===== src/rtl/hazard_fwd_unit.sv =====
// hazard_fwd_unit: shadow scoreboard of in-flight destinations driving load-use stall,
// branch flush, memory freeze, registered EX forwarding selects and saturating event counters.
module hazard_fwd_unit #(
  parameter int STAGES     = 3,
  parameter int LOAD_READY = 2,
  parameter int CNT_W      = 16,
  parameter int SEL_W      = (STAGES > 2) ? $clog2(STAGES) : 1
) (
  input  logic             clk,
  input  logic             rst,
  input  logic             id_valid,
  input  logic [4:0]       id_rs1_idx,
  input  logic [4:0]       id_rs2_idx,
  input  logic             id_rs1_used,
  input  logic             id_rs2_used,
  input  logic [4:0]       id_dest_idx,
  input  logic             id_reg_wr,
  input  logic             id_rd_mem,
  input  logic             br_taken,
  input  logic             mem_busy,
  input  logic             cnt_clr,
  output logic             stall_id,
  output logic             flush_if_id,
  output logic             flush_id_ex,
  output logic             freeze,
  output logic [SEL_W-1:0] ex_fwd_rs1_sel,
  output logic [SEL_W-1:0] ex_fwd_rs2_sel,
  output logic [CNT_W-1:0] stall_cnt,
  output logic [CNT_W-1:0] flush_cnt,
  output logic [CNT_W-1:0] freeze_cnt
);
  logic [STAGES-1:0]      sb_v, sb_wr, sb_ld;
  logic [STAGES-1:0][4:0] sb_dest;
  logic [SEL_W-1:0]       sel1, sel2;
  logic                   lu1, lu2, hazard, issue, stall_ev, flush_ev;

  // Scanning from the oldest entry down leaves the youngest producer as the result.
  function automatic logic [SEL_W:0] search(input logic [4:0] r, input logic en);
    logic [SEL_W:0] res;
    res = '0;
    for (int k = STAGES - 1; k >= 0; k--)
      if (en && r != 5'd0 && sb_v[k] && sb_wr[k] && sb_dest[k] == r)
        res = {sb_ld[k] && (k + 1 < LOAD_READY), (k <= STAGES - 2) ? SEL_W'(k + 1) : SEL_W'(0)};
    return res;
  endfunction

  function automatic logic [CNT_W-1:0] sat_inc(input logic [CNT_W-1:0] c);
    return (&c) ? c : c + 1'b1;
  endfunction

  always_comb begin
    {lu1, sel1} = search(id_rs1_idx, id_valid && id_rs1_used);
    {lu2, sel2} = search(id_rs2_idx, id_valid && id_rs2_used);
  end

  assign hazard      = lu1 || lu2;
  assign freeze      = mem_busy;
  assign flush_if_id = !rst && br_taken && !mem_busy;
  assign flush_id_ex = flush_if_id;
  assign stall_id    = !rst && (mem_busy || (hazard && !br_taken));
  assign issue       = !mem_busy && !br_taken && !hazard;
  assign stall_ev    = hazard && !mem_busy && !br_taken;
  assign flush_ev    = br_taken && !mem_busy;

  always_ff @(posedge clk or posedge rst) begin
    if (rst) begin
      sb_v           <= '0;
      sb_wr          <= '0;
      sb_ld          <= '0;
      sb_dest        <= '0;
      ex_fwd_rs1_sel <= '0;
      ex_fwd_rs2_sel <= '0;
      stall_cnt      <= '0;
      flush_cnt      <= '0;
      freeze_cnt     <= '0;
    end else begin
      if (!mem_busy) begin
        sb_v           <= {sb_v[STAGES-2:0], issue && id_valid};
        sb_wr          <= {sb_wr[STAGES-2:0], id_reg_wr};
        sb_ld          <= {sb_ld[STAGES-2:0], id_rd_mem};
        sb_dest        <= {sb_dest[STAGES-2:0], id_dest_idx};
        ex_fwd_rs1_sel <= issue ? sel1 : '0;
        ex_fwd_rs2_sel <= issue ? sel2 : '0;
      end
      stall_cnt  <= cnt_clr ? '0 : stall_ev ? sat_inc(stall_cnt) : stall_cnt;
      flush_cnt  <= cnt_clr ? '0 : flush_ev ? sat_inc(flush_cnt) : flush_cnt;
      freeze_cnt <= cnt_clr ? '0 : mem_busy ? sat_inc(freeze_cnt) : freeze_cnt;
    end
  end
endmodule


===== config.mk =====
export PLATFORM = sky130hd
export DESIGN_NAME = hazard_fwd_unit
export DESIGN_NICKNAME = d
export VERILOG_FILES = /design/src/rtl/hazard_fwd_unit.sv
export SDC_FILE = /design/constraint.sdc
export NUM_CORES = 1
export LEC_CHECK = 0
export CORE_ASPECT_RATIO = 0.5
export CORE_UTILIZATION = 45
export DETAILED_ROUTE_END_ITERATION = 8
export MAX_ROUTING_LAYER = met4
export PLACE_DENSITY = 0.87
export SYNTH_ARGS = -nofsm -noshare
export SYNTH_HDL_FRONTEND = slang
export SYNTH_SLANG_ARGS = --single-unit

===== constraint.sdc =====
create_clock -name clk -period 2.4 [get_ports clk]
set_input_delay 0.36 -clock clk [delete_from_list [all_inputs] [get_ports clk]]
set_output_delay 0.36 -clock clk [all_outputs]
set_load 0.03 [all_outputs]

==> results of run 1 <==
-- cells by family (layout without fill, tap and decap cells) --
group	Yosys count	after routing	synth area share
and+or+nand+nor	145	145	0.217
DFF	67	67	0.477
xor gates and xnor gates	49	49	0.122
AOI/OAI and AO/OA	47	48	0.0935
muxes	18	18	0.0565
buffers and inverters	16	164	0.0235
adders and majority gates	3	3	0.0107
other	0	1	0
-- cells in the final DEF, fill, tap and decap left out, types with 6 or more instances in the layout --
| master | n |
|---|---|
| nand2_1 | 20 |
| nand4_1 | 8 |
| dfrtp_1 | 66 |
| o21ai_0 | 9 |
| xnor2_1 | 16 |
| clkdlybuf4s50_1 | 64 |
| nor3_1 | 9 |
| clkbuf_16 | 9 |
| xor2_1 | 30 |
| nor2_1 | 40 |
| mux2_2 | 14 |
| dlygate4sd2_1 | 6 |
| a21oi_1 | 11 |
| buf_6 | 8 |
| nand3_1 | 23 |
| and3_1 | 8 |
| buf_4 | 59 |
| or3_1 | 10 |
-- final cells by class --
class,instances,area [um^2],share of cell area
antenna,1,2.50,0.000475
clock buffer,12,267,0.0506
clock inverter,4,47.5,0.00903
inverter,4,18.8,0.00356
multi-input combinational,263,1840,0.349
sequential,67,1680,0.319
tap,108,135,0.0257
timing repair buffer,144,1280,0.243
-- power groups by stage --
stage	Clock [uW]	Combinational [uW]	Sequential, uW
after floorplan	0	153	1230
after global placement	0	288	1220
after detailed placement	0	296	1230
after CTS	1370	322	1210
after global routing	1420	378	1220
final	1370	353	1210
-- state kept, by name, summed over array words and instances (netlist names) --
signal	cells
sb_wr	2
sb_ld	1
stall_cnt	16
ex_fwd_rs1_sel	2
ex_fwd_rs2_sel	2
freeze_cnt	16
sb_dest	10
sb_v	2
flush_cnt	16
-- worst max-delay path: cells and delay by family (launching register included) --
family	cells	cell delay, ps
xor+xnor	1	200
simple gates	3	670
flops	1	430
buf+inv	2	280
compound gates	2	230
-- layer usage --
metal,vias up,wire length (um),part of all wire
met1,1665,4560,0.43
met4,0,360,0.034
met5,-,0,0
met3,42,490,0.046
met2,142,5140,0.49
li1,1519,-,-
-- worst paths after layout --
kind	startpoint	end	slack, ps	depth (start not counted)
setup / recovery	sb_dest[1]	stall_id	-100	8
hold / removal	ex_fwd_rs2_sel[1]	ex_fwd_rs2_sel[1]	520	1
setup reg to reg	sb_dest[1]	stall_cnt[15]	-10	9
hold reg to reg	ex_fwd_rs2_sel[1]	ex_fwd_rs2_sel[1]	520	1
max in group asynchronous	rst	sb_dest[0]	1110	3
min in group asynchronous	rst	freeze_cnt[0]	730	3
-- through the flow --
step	setup WS [ps]	utilization
finish	-99.3	0.706
global route	-175	0.706
CTS	4.09	0.690
detailed placement	-788	0.623
global placement	-734	0.623
floorplan	176	-
-- repair_timing --
| action | 4_1_cts | 5_1_grt |
|---|---|---|
| cloned | 0 | 1 |
| pin swaps | 15 | 16 |
| endpoints found under the hold margin | 0 | 0 |
| gates resized for setup | 28 | 29 |
| buffers inserted | 29 | 8 |
| setup endpoints to repair | 2 | 15 |
==> impl_metrics.py, run 1 <==
metrics = {
    "synthesis": {
        "yosysSeqAreaShare": 0.477,
        "synth_top_area_frac": 0.477,
        "synth_seq_cells": 67,
        "synth_top_area_cell": "dfrtp_1",
        "syn_nets": 373,
        "yosys_warnings": 0,
        "synth.most_common_cell": "dfrtp_1",
        "synth.avg_cell_area_um2": 10.2,
        "synthTopCellsByCount": "67 x dfrtp_1, 41 x nor2_1, 30 x xor2_1",
        "synthFlopType": "dfrtp_1",
        "synth_cell_type_count": 46,
        "netlist_instances": 345,
        "ys_top_cells_by_area": "dfrtp_1 48%, xor2_1 7.5%, xnor2_1 4.7%",
        "netlist_area_um2": 3520,
        "ys_async_sr_fraction": 1.00,
        "synth_edf_count": 0,
    },
    "placed_design": {
        "dp_hpwl_um": 6190,
        "place.gp.congestion": 0.922,
        "placed_cells": 556,
        "placed_cell_area_um2": 4650,
        "port-buffer-count": 80,
    },
    "grt": {
        "grt_use_met1": 0.307,
        "grt_use_met2": 0.433,
        "antenna_found_initial": 1,
        "grt_max_degree": 68,
        "grt_use_total": 0.260,
        "grt_pass1_vias": 3219,
        "top_usage_layer": "met2",
        "met3_usage": 0.0479,
        "grt.overflow.total": 0,
        "grt_pass1_wl_um": 16000,
    },
    "power_and_ir_drop": {
        "switching_share": 0.238,
        "peakVddDrop_uv": 403,
        "clkPwrFrac": 0.466,
        "p_sw_uw": 698,
        "power.leakage_uw": 0.00222,
        "p_total_uw": 2930,
        "combPwrFrac": 0.120,
        "internal_power_uw": 2230,
        "seq_power_share": 0.414,
        "power_density_nw_per_um2": 557,
    },
    "critical_path": {
        "cp.required_ps": 2040,
        "start_kind": "register",
        "crit_type": "reg -> out",
        "cp-end-kind": "output pin",
        "cp_slowest_cell": "dfrtp_1",
        "path_max_fanout": 3,
        "path_cells": "xnor2_2 -> nand4_1 -> nor4_4 -> o21ai_2 -> buf_4 -> nor2_4 -> o21a_1 -> buf_6",
        "cp_slowest_stage_delay_ps": 430,
        "cp.arrival_ps": 2140,
    },
    "floorplan": {
        "num_rows": 22,
        "core-area_um2": 7460,
        "die-area_um2": 8200,
        "start_util": 0.472,
        "die_x_um": 127,
        "die_h_um": 64.5,
        "ioPinCount": 81,
    },
    "routing": {
        "viasPerCell": 5.59,
        "vias": 3368,
        "drc": 0,
        "drt-wirelength-per-cell_um": 17.5,
        "wl_um": 10600,
        "ant_nets": 0,
        "firstDrtPassIters": 5,
        "drtIter0Drc": 374,
    },
    "timing": {
        "fin_hold_ws_ps": 522,
        "drv_slew": 0,
        "period_needed_ps": 2500,
        "tns_ps": -107,
        "skew_ps": 6.88,
        "fin_ws_ps": -99.3,
        "hold_viol_final": 0,
        "finalSetupViolations": 2,
        "rsz0062_at_grt": "yes",
        "tightest_slew_ps": 823,
        "max_freq_mhz": 400,
        "relSlewSlack": 0.451,
        "min_period_over_period": 1.04,
    },
    "clocking": {
        "worstSkewPairLatency_ps": 330,
        "numCtsBuffers": 9,
        "cts_tree": "yes",
        "clk_path_buf_depth": 2,
        "htreeDepth": 3,
        "cts_sinks": 67,
        "ctsHoldBuffers": 0,
        "path_clk_slew_ps": 50,
        "cts_root_buf": "clkbuf_16",
    },
    "outcome": {
        "violations": "negative setup slack",
        "run_status": "finished, violations left",
    },
    "job": {
        "drv_cap": 0,
    },
    "final_layout": {
        "fin_nets": 517,
        "postLayoutCellArea_um2": 5270,
        "instances_no_fill": 603,
        "area_growth_pct": 49.7,
        "n_fill_cell": 489,
        "drive_gt1_frac": 0.257,
    },
    "min_path": {
        "hp-class": "reg -> reg",
    },
}
Note: power is estimated with default switching activity, not from simulation.
==> inputs of run 2 (changes only) <==
- CORE_UTILIZATION: 45 -> 47
- CTS_BUF_LIST: unset -> sky130_fd_sc_hd__clkbuf_2
- PLACE_DENSITY: 0.87 -> 0.9
- REMOVE_ABC_BUFFERS: unset -> 1
- SLEW_MARGIN: unset -> 40
==> run 2 against run 1 <==
- the run still ends with negative setup slack left
- design area shrank 11%
- combinational power shrank 18%
- sequential power is essentially flat
- worst hold slack lost 270 ps
- wire length shrank 21%
- sequential share of layout area grew 3.8 points
- via count shrank 11%
==> impl_metrics.py, run 2 (same netlist as run 1, synthesis figures left out) <==
metrics = {
    "floorplan": {
        "ioPinCount": 81,
        "core-area_um2": 6960,
        "start_util": 0.505,
        "die_x_um": 124,
        "die-area_um2": 7860,
        "num_rows": 21,
        "die_h_um": 63.2,
    },
    "timing": {
        "tightest_slew_ps": 662,
        "fin_hold_ws_ps": 249,
        "finalSetupViolations": 1,
        "relSlewSlack": 0.554,
        "fin_ws_ps": -135,
        "hold_viol_final": 0,
        "period_needed_ps": 2530,
        "max_freq_mhz": 395,
        "drv_slew": 0,
        "rsz0062_at_grt": "yes",
        "skew_ps": 31.8,
        "tns_ps": -135,
        "min_period_over_period": 1.06,
    },
    "power_and_ir_drop": {
        "power.leakage_uw": 0.00197,
        "power_density_nw_per_um2": 430,
        "peakVddDrop_uv": 248,
    },
    "final_layout": {
        "drive_gt1_frac": 0.175,
        "fin_nets": 488,
        "final_common_cell": "clkdlybuf4s50_1",
        "reg_top3": "flush_cnt: 16 flops, freeze_cnt: 16 flops, stall_cnt: 16 flops",
        "antenna_cells": 0,
        "postLayoutCellArea_um2": 4700,
        "fin_util": 0.675,
        "mostFrequentLayoutCells": "68 x clkdlybuf4s50_1, 67 x dfrtp_1, 41 x nor2_1, 38 x buf_4, 30 x xor2_1",
        "area_growth_pct": 33.6,
    },
    "routing": {
        "drtIter0Drc": 172,
        "vias": 3012,
        "firstDrtPassIters": 4,
        "drc": 0,
        "ant_nets": 0,
        "viasPerCell": 5.42,
        "drt-wirelength-per-cell_um": 15.0,
        "wl_um": 8330,
    },
    "grt": {
        "grt.overflow.total": 0,
        "grt_pass1_wl_um": 14000,
        "grt_use_total": 0.236,
        "grt_pass1_vias": 2901,
        "grt_max_degree": 68,
        "antenna_found_initial": 0,
    },
    "placed_design": {
        "dp_hpwl_um": 6070,
        "placed_cell_area_um2": 4590,
        "port-buffer-count": 80,
        "place.gp.congestion": 0.798,
        "dp_slack_ps": -834,
    },
    "critical_path": {
        "start_kind": "primary input",
        "cp_slowest_stage_delay_ps": 580,
        "cp-end-kind": "output pin",
        "cp_slowest_cell": "or4_1",
        "path_max_fanout": 2,
        "cp.required_ps": 2040,
        "crit_type": "in -> out",
        "path_cells": "dlygate4sd2_1 -> or4_1 -> o211ai_1 -> buf_4 -> nor4_4 -> o21ai_2 -> nor2_1 -> o21a_1 -> buf_6",
        "cp.arrival_ps": 2170,
    },
    "clocking": {
        "clk_path_buf_depth": 2,
        "numCtsBuffers": 9,
        "cts_root_buf": "clkbuf_2",
        "cts_sinks": 67,
        "cts_tree": "yes",
        "worstSkewPairLatency_ps": 520,
        "htreeDepth": 3,
        "path_clk_slew_ps": 180,
        "ctsHoldBuffers": 0,
    },
    "job": {
        "drv_cap": 0,
    },
    "outcome": {
        "run_status": "finished, violations left",
        "violations": "negative setup slack",
    },
    "min_path": {
        "hp-class": "in -> reg",
    },
}
## run 2: metrics by stage
step / power [uW] / cells
finish: 2020 / 556
global placement: 1510 / 536
floorplan: 1360 / 333
global route: 2120 / 556
CTS: 2030 / 553
detailed placement: 1520 / 536
## run 2: final cells by class
type / count / area [um^2]
multi-input combinational: 262 / 1760
clock inverter: 3 / 16.3
inverter: 4 / 15.0
timing repair buffer: 116 / 1050
sequential: 67 / 1680
fill: 510 / 2260
clock buffer: 12 / 60.1
tap: 92 / 115
## run 2: worst paths after layout
kind                              startpoint           endpoint  slack [ps]  depth (start not counted)
max                            id_rs1_idx[1]           stall_id        -130                          9
min                                  cnt_clr      flush_cnt[15]         250                          2
max reg2reg                       sb_dest[3]       stall_cnt[8]         160                          7
min reg2reg                ex_fwd_rs1_sel[1]  ex_fwd_rs1_sel[1]         550                          1
max in group asynchronous                rst  ex_fwd_rs2_sel[1]        1630                          3
min in group asynchronous                rst       flush_cnt[0]         350                          3
## run 2: routing by layer
layer  GRT usage  up-vias  wire length [um]
met1       0.271     1455              3580
li1            -     1462                 -
met5           -        -                 0
met2       0.390       75              4200
met4       0.114        0               235
met3      0.0646       20               320
## run 2: where the power goes
part	total, uW	switching (uW)	leakage [uW]	internal [uW]
registers	1210	41.8	0.000903	1170
logic	289	141	0.00101	148
clock network	524	385	0.0000555	139
## run 2: critical path: cells and delay by family
family	cells	cell delay (ps)
buffers and inverters	3	550
AO/OA/AOI/OAI	3	580
AND/OR/NAND/NOR	3	680
## run 2: what timing repair did
| action | CTS | global route |
|---|---|---|
| setup buffers | 2 | 3 |
| gates cloned | 0 | 0 |
| setup endpoints to repair | 1 | 2 |
| gates resized for setup | 16 | 0 |
| pin swaps | 8 | 6 |
==> patch, RTL diff (config.mk and constraints of run 2) <==
The parameter `CNT_W` goes from 16 to 32.
--- a/src/rtl/hazard_fwd_unit.sv
+++ b/src/rtl/hazard_fwd_unit.sv
@@ -5,3 +5,3 @@
   parameter int LOAD_READY = 2,
-  parameter int CNT_W      = 16,
+  parameter int CNT_W      = 32,
   parameter int SEL_W      = (STAGES > 2) ? $clog2(STAGES) : 1
Ports: changed (resized flush_cnt, freeze_cnt and stall_cnt); port bits go from 81 to 129. No check against the original RTL was run, so the function may have changed too.
==> patch against run 2 <==
The flow still finishes with violations (setup timing); cell area grew 76%; synthesized area grew 77%; power grew 92%; sequential cell count grew 48; sequential power grew 67%; clock skew grew 0.0022 ns; worst setup slack lost 0.046 ns; wire length grew 100%.
==> patch: results (changes against run 2) <==
Source-to-sink clock delay at the later pin of the worst-skew pair: 0.69 ns (was 0.52 ns)
Number of distinct library cells after synthesis: 54 (was 46)
Registers with the most flip-flops: flush_cnt x32, freeze_cnt x32, stall_cnt x32 (was flush_cnt x16, freeze_cnt x16, stall_cnt x16)
Count of routing violations after the opening detailed-route iteration: 400 (was 172)
Hold WS: 0.1898 ns (was 0.2490 ns)
Biggest cell delay along the critical path: 0.46 ns (was 0.58 ns)
Synth cell count leaders: sky130_fd_sc_hd__dfrtp_1, sky130_fd_sc_hd__nor2_1, sky130_fd_sc_hd__nand2_1 (was sky130_fd_sc_hd__dfrtp_1, sky130_fd_sc_hd__nor2_1, sky130_fd_sc_hd__xor2_1)
Arrival time reported for the critical path endpoint: 2.22 ns (was 2.17 ns)
H-tree depth: 4 (was 3)
Global Route Usage Sum: 26.02% (was 23.65%)
Number of buffers created by CTS: 17 (was 9)
Peak supply drop: 0.2604 mV (was 0.2478 mV)
Max Clock Skew: 0.03397 ns (was 0.03180 ns)
Slowest cell on the critical path: sky130_fd_sc_hd__dfrtp_1 (was sky130_fd_sc_hd__or4_1)
Largest buffer count on any clock path: 2 (unchanged)
Total Nets Final: 842 (was 488)
Pin count of the biggest net entering global routing: 116 (was 68)
Total half-perimeter wirelength after legalization and detailed placement: 11.64 mm (was 6.071 mm)
Final number of setup-violating endpoints: 1 (unchanged)
Number of buffers inserted by port buffering: 128 (was 80)
TritonRoute pass-1 iters: 5 (was 4)
Wirelength per Cell: 16.80 um (was 14.98 um)
Run status: finished, violations left (unchanged)
Register-to-register path setup slack: 0.13 ns (was 0.16 ns)
Reported leakage power: 3.278 nW (was 1.967 nW)
Clock Pin Slew Worst Setup and Hold Paths: 0.17 ns
Fraction of the yosys area taken by sequential cells: 46.28% (was 47.65%)
Relative slew slack: 57.54% (was 55.44%)
Setup tns final: -0.1808 ns (was -0.1345 ns)
Ranking of synthesized cells by area: sky130_fd_sc_hd__dfrtp_1, sky130_fd_sc_hd__xor2_1, sky130_fd_sc_hd__nor2_1 (was sky130_fd_sc_hd__dfrtp_1, sky130_fd_sc_hd__xor2_1, sky130_fd_sc_hd__xnor2_1)
Setup WS post-layout: -0.1808 ns (was -0.1345 ns)
Number of antenna violations at the first check in global routing: 0 (unchanged)
Via density: 5.813 (was 5.417)
Layout fillers: 968 (was 510)
Routability cong.: 0.8895 (was 0.7979)
Placed Instance Area: 7941 sq um (was 4587 sq um)
Failing checks: setup timing (unchanged)
Share of layout cells above drive strength 1: 14.51% (was 17.46%)
Via count of the first global-routing pass: 5750 (was 2901)
First-pass GRT wire length: 27.51 mm (was 13.96 mm)
## patch: cell families after synthesis
logic type               synth area share (%)
multiplexers                            3.179
XOR/XNOR                                9.859
buffers and inverters                   2.656
AND/OR/NAND/NOR                         27.30
adder cells (fa/ha/maj)                0.6037
flip-flops                              46.28
AO/OA/AOI/OAI                           10.12
## patch: routing by layer
metal	up-vias	share of wire, %	GRT usage [%]
met2	238	49	41.79
met4	0	2.9	11.93
li1	2686	-	-
met1	2818	43	32.32
met3	54	5.1	4.196
met5	-	0	-
## patch: where the power goes
part	switching (mW)	internal (mW)
clock	0.752	0.771
sequential	0.0452	1.97
combinational	0.181	0.162
total	0.978	2.91
## patch: cell type report
cell class	count	area, sq um	share of cell area, %
inverters	9	36.28	0.4383
flip-flops and latches	115	2879	34.77
repair buffers	177	1667	20.13
clock buffers	18	90.09	1.088
well taps	170	212.7	2.569
clock inverters	14	191.4	2.312
multi-input cells	494	3203	38.69
## patch: repair_timing
| action | in CTS | in global routing |
|---|---|---|
| endpoints found under the setup margin | 1 | 2 |
| hold buffers | 0 | 0 |
| setup buffers | 3 | 0 |
| pin swaps | 7 | 1 |
| resized for setup | 11 | 2 |
## patch: metrics by stage
stage               instances  setup slack (ns)
floorplan                 618            -1.193
global placement          962           -0.5553
detailed placement        962           -0.6029
CTS                       997           -0.1598
global route              997           -0.3173
finish                    997           -0.1808
## patch: path summary, 6_finish.rpt
check	start	end	cells past startpoint
max	sb_dest[1]$_DFFE_PP0N_	stall_id	7
min	cnt_clr	flush_cnt[22]$_DFFE_PP0P_	2
max reg2reg	sb_dest[1]$_DFFE_PP0N_	stall_cnt[10]$_DFFE_PP0P_	8
min reg2reg	ex_fwd_rs2_sel[1]$_DFFE_PP0N_	ex_fwd_rs2_sel[1]$_DFFE_PP0N_	2
max in group asynchronous	rst	flush_cnt[2]$_DFFE_PP0P_	3
min in group asynchronous	rst	freeze_cnt[25]$_DFFE_PP0P_	3
